==> src/rtl/keccak_round_ctrl.sv <==
// Round sequencer for Keccak-f[1600]: accepts a permutation request, steps the
// round index t through the reduced-round window and hands the result off.
module keccak_round_ctrl #(
    parameter int unsigned NROUNDS = 24
) (
    input  logic       clk,
    input  logic       rst,
    input  logic       in_valid,
    output logic       in_ready,
    output logic       load_en,
    output logic       round_en,
    output logic [4:0] t,
    output logic       last_round,
    input  logic       hold,
    input  logic       abort,
    output logic       out_valid,
    input  logic       out_ready,
    output logic       busy
);

    localparam logic [4:0] T_FIRST = 5'(24 - NROUNDS);
    localparam logic [4:0] T_LAST  = 5'd23;

    typedef enum logic [1:0] {
        S_IDLE = 2'd0,
        S_RUN  = 2'd1,
        S_DONE = 2'd2
    } state_t;

    state_t     r_state;
    logic [4:0] r_t;

    logic w_in_ready;
    logic w_round_en;
    logic w_out_valid;
    logic w_load;

    // Handshake and round strobes; reset and abort silence every strobe.
    always_comb begin
        w_in_ready  = 1'b0;
        w_round_en  = 1'b0;
        w_out_valid = 1'b0;
        if (rst || abort) begin
            w_in_ready  = 1'b0;
            w_round_en  = 1'b0;
            w_out_valid = 1'b0;
        end else begin
            case (r_state)
                S_IDLE:  w_in_ready  = 1'b1;
                S_RUN:   w_round_en  = ~hold;
                S_DONE: begin
                    w_out_valid = 1'b1;
                    w_in_ready  = out_ready;
                end
                default: w_in_ready = 1'b0;
            endcase
        end
    end

    assign w_load     = in_valid & w_in_ready;
    assign in_ready   = w_in_ready;
    assign load_en    = w_load;
    assign round_en   = w_round_en;
    assign last_round = w_round_en & (r_t == T_LAST);
    assign out_valid  = w_out_valid;
    assign busy       = ~rst & (r_state != S_IDLE);
    assign t          = r_t;

    // State and round counter; t sits at its first value whenever not running
    // so the round-constant ROM output is already settled for the next request.
    always_ff @(posedge clk) begin
        if (rst) begin
            r_state <= S_IDLE;
            r_t     <= T_FIRST;
        end else if (abort) begin
            r_state <= S_IDLE;
            r_t     <= T_FIRST;
        end else begin
            case (r_state)
                S_IDLE: begin
                    if (w_load) begin
                        r_state <= S_RUN;
                    end
                    r_t <= T_FIRST;
                end
                S_RUN: begin
                    if (!hold) begin
                        if (r_t == T_LAST) begin
                            r_state <= S_DONE;
                            r_t     <= T_FIRST;
                        end else begin
                            r_t <= r_t + 5'd1;
                        end
                    end
                end
                S_DONE: begin
                    if (out_ready) begin
                        r_state <= in_valid ? S_RUN : S_IDLE;
                    end
                    r_t <= T_FIRST;
                end
                default: begin
                    r_state <= S_IDLE;
                    r_t     <= T_FIRST;
                end
            endcase
        end
    end

endmodule

==> config.mk <==
export PLATFORM = sky130hd
export DESIGN_NAME = keccak_round_ctrl
export DESIGN_NICKNAME = d
export VERILOG_FILES = /design/src/rtl/keccak_round_ctrl.sv
export SDC_FILE = /design/constraint.sdc
export NUM_CORES = 1
export LEC_CHECK = 0
export ABC_AREA = 1
export BUFFER_PORTS_ARGS = -buffer_cell sky130_fd_sc_hd__buf_2
export CORE_AREA = 2 2 39 41
export CTS_CLUSTER_SIZE = 20
export DETAILED_ROUTE_END_ITERATION = 10
export DIE_AREA = 0 0 41 43
export GPL_ROUTABILITY_DRIVEN = 0
export MAX_ROUTING_LAYER = met4
export PLACE_DENSITY = 0.63
export SYNTH_ARGS = -nofsm -noshare
export SYNTH_HDL_FRONTEND = slang
export SYNTH_SLANG_ARGS = --single-unit
==> constraint.sdc <==
create_clock -name clk -period 0.9 [get_ports clk]
set_input_delay 0.18 -clock clk [delete_from_list [all_inputs] [get_ports clk]]
set_output_delay 0.18 -clock clk [all_outputs]
set_load 0.1 [all_outputs]
==> flow_metrics.tcl <==
set metrics [dict create \
    outcome "complete, but fails checks" \
    violations "negative setup slack" \
    area_growth_syn_to_layout_pct 148 \
    period_share_pct 160 \
    power.share.clock_pct 34.5 \
    coreArea_mm2 0.00138 \
    comb_power_share_pct 27.9 \
    p_seq_share_pct 37.7 \
    critPathTopFamily "simple AND/OR/NAND/NOR gates" \
    power_density_mw_per_mm2 758 \
    path_clk_slew_ns 0.05 \
    power_leakage_nw 0.447 \
    internal_power_mw 0.570 \
    cts_made_buffers 3 \
    cp_max_fo 4 \
    hp-class "in2reg" \
    critPathMostFrequentCell "inv_4" \
    via_count 517 \
    wl_per_cell_um 10.7 \
    crit_required_ns 0.72 \
    drtPass1Iterations 1 \
    path_buf_inv 3 \
    place_ws_ns -0.363 \
    r2r_setup_slack_ns -0.25 \
    crit_cells 6 \
    synth_cell_types 21 \
    setup_viol 18 \
    cts_sinks 7 \
    p_sw_share_pct 29.7 \
    drtAntennaViolNets 0 \
    place_hpwl_um 942 \
    grt_pass1_vias 517 \
    p_switching_mw 0.241 \
    die_w_um 41 \
    yosysSeqAreaShare_pct 32.5 \
    r2r_cells 8 \
    critical-path-max-stage-delay_ns 0.32 \
    postCtsHoldBufs 0 \
    critPathArrivalTime_ns 1.26 \
    startpoint_type "flip-flop" \
    cts_tree "yes" \
    hold-path-cell-count 3 \
    nets 109 \
    postPlaceCellArea_um2 926 \
    io_buffers 16 \
    synth_top_cell_area_share_pct 32.5 \
    syn_nets 62 \
    crit_chain "inv_4, nand2_4, nor2_4, inv_4, nor3_4, buf_12" \
    postSynthCellCount 55 \
    period_needed_ns 1.44 \
    worst_pin_slew_ns 0.190 \
    grt-ovfl-total 0 \
    yosysTopAreaCell "dfxtp_1" \
    path_class "reg2out" \
    grt.total_usage_pct 17.9 \
    worst_skew_pair.late_latency_ns 0.25 \
    synth-seq-cells 7 \
    cp_slowest_cell "dfxtp_2" \
    synth_area_um2 432 \
    hold_viol 0 \
    h-tree-depth 1 \
    fmax_mhz 694 \
    viasPerCell 4.42 \
    rsz0062_at_grt "yes" \
    utilization_pct 77.3 \
    worst_ir_drop_vdd_uv 612 \
    setup_slack_ns -0.541 \
    die_h_um 43 \
    drcViolationCount 0 \
    cts-root-buf "clkbuf_4" \
    wirelength_mm 1.26 \
    design_area_mm2 0.00107 \
    relSlewSlack_pct 87.3 \
    ys.warnings.count 0 \
    die-area_mm2 0.00176 \
    initial_utilization_pct 31.2 \
    grt_pass1_wl_mm 2.07 \
    io_pins 17 \
    clockBufferDepth 2 \
    drv_cap 0 \
    antenna_found_initial 0 \
    syn_avg_cell_area_um2 7.85 \
    diodes 0 \
    grt_max_degree 6 \
    finalMaxSlewViolations 0 \
    worstSetupEndpointType "output pin" \
    setup_tns_ns -4.50 \
    clock_skew_ns 0.000663 \
    detailedRoute.firstIterationViolations 0 \
    rows 14 \
    drive_above_1_share_pct 77.2 \
    synthTopCellsByArea "dfxtp_1 32%, nand2_1 10%, nor3_2 4.6%" \
]
[power by group through the flow]
| stage | clock [mW] | combinational (mW) | sequential (mW) |
|---|---|---|---|
| 2_1_floorplan | 0 | 0.107 | 0.316 |
| 3_3_place_gp | 0 | 0.205 | 0.312 |
| 3_5_place_dp | 0 | 0.208 | 0.312 |
| 4_1_cts | 0.287 | 0.223 | 0.305 |
| 5_1_grt | 0.327 | 0.238 | 0.305 |
| 6_report | 0.280 | 0.226 | 0.305 |
[cell usage in the layout, fill, tap and decap left out, drive strengths merged]
cell    netlist  layout
a21oi         5       5
and2          1       1
buf           0      42
clkbuf        0       4
dfxtp         7       7
ha            1       1
inv           8       8
nand2        14      14
nand3         2       2
nand4         1       1
nor2          9       9
nor2b         1       1
nor3          3       3
o21ai         1       1
o21bai        1       1
xor2          1       1
[metrics by stage]
stage / total power [mW] / hold WS [ns] / cells
2_1_floorplan: 0.422 / 0.323 / 55
3_3_place_gp: 0.516 / 0.457 / 106
3_5_place_dp: 0.519 / 0.467 / 106
4_1_cts: 0.815 / 0.204 / 113
5_1_grt: 0.870 / 0.208 / 117
6_report: 0.811 / 0.202 / 117
[worst paths after layout]
path	from	endpoint
hold reg to reg	t[3]	t[3]
hold / removal	in_valid	r_state[0]
setup / recovery	r_state[1]	last_round
setup reg to reg	r_state[1]	t[1]
[cell families (layout without fill, tap and decap cells)]
kind of cell               after synthesis  count (layout)  share of synthesized area (%)
xor gates and xnor gates                 1               1                           2.03
adders and majority gates                1               1                           2.90
buffers and inverters                    8              54                           6.95
DFF                                      7               7                           32.5
and+or+nand+nor                         31              31                           41.7
AOI/OAI and AO/OA                        7               7                           13.9
[synth_stat cells (all sizes together)]
cell,instances
o21bai,1
nand2,14
inv,8
nor2b,1
o21ai,1
a21oi,5
nand3,2
ha,1
xor2,1
and2,1
nor2,9
nor3,3
nand4,1
dfxtp,7
[area by class of cell]
type	instances	area (um^2)
timing repair buffer	42	474
multi-input combinational	40	350
fill	93	314
sequential	7	164
inverter	8	35.0
clock buffer	4	26.3
tap	16	20.0
[what timing repair did]
| item | in CTS | in global routing |
|---|---|---|
| pin swaps | 11 | 7 |
| buffers inserted | 4 | 7 |
| resized for setup | 13 | 4 |
| setup endpoints to repair | 18 | 18 |
[sequential cells by signal (all words and copies together), names as in the netlist]
register	cells
r_state	2
t	5
[layer usage]
metal	routed length (um)	GRT usage, %	up-vias	share of wire [%]
met5	0	-	-	0
met4	6	6.00	0	0.48
met3	43	3.14	2	3.4
met2	748	32.2	13	60
met1	456	18.1	237	36
li1	-	-	265	-
[worst register-to-register path, cell delays in order (launching register included)]
cell	delay, ns
dfxtp_2	0.32
inv_4	0.08
nand2_4	0.06
nor2_4	0.13
inv_4	0.06
buf_4	0.13
buf_4	0.12
buf_6	0.10
a21oi_2	0.08
Note: power is estimated with default switching activity, not from simulation.
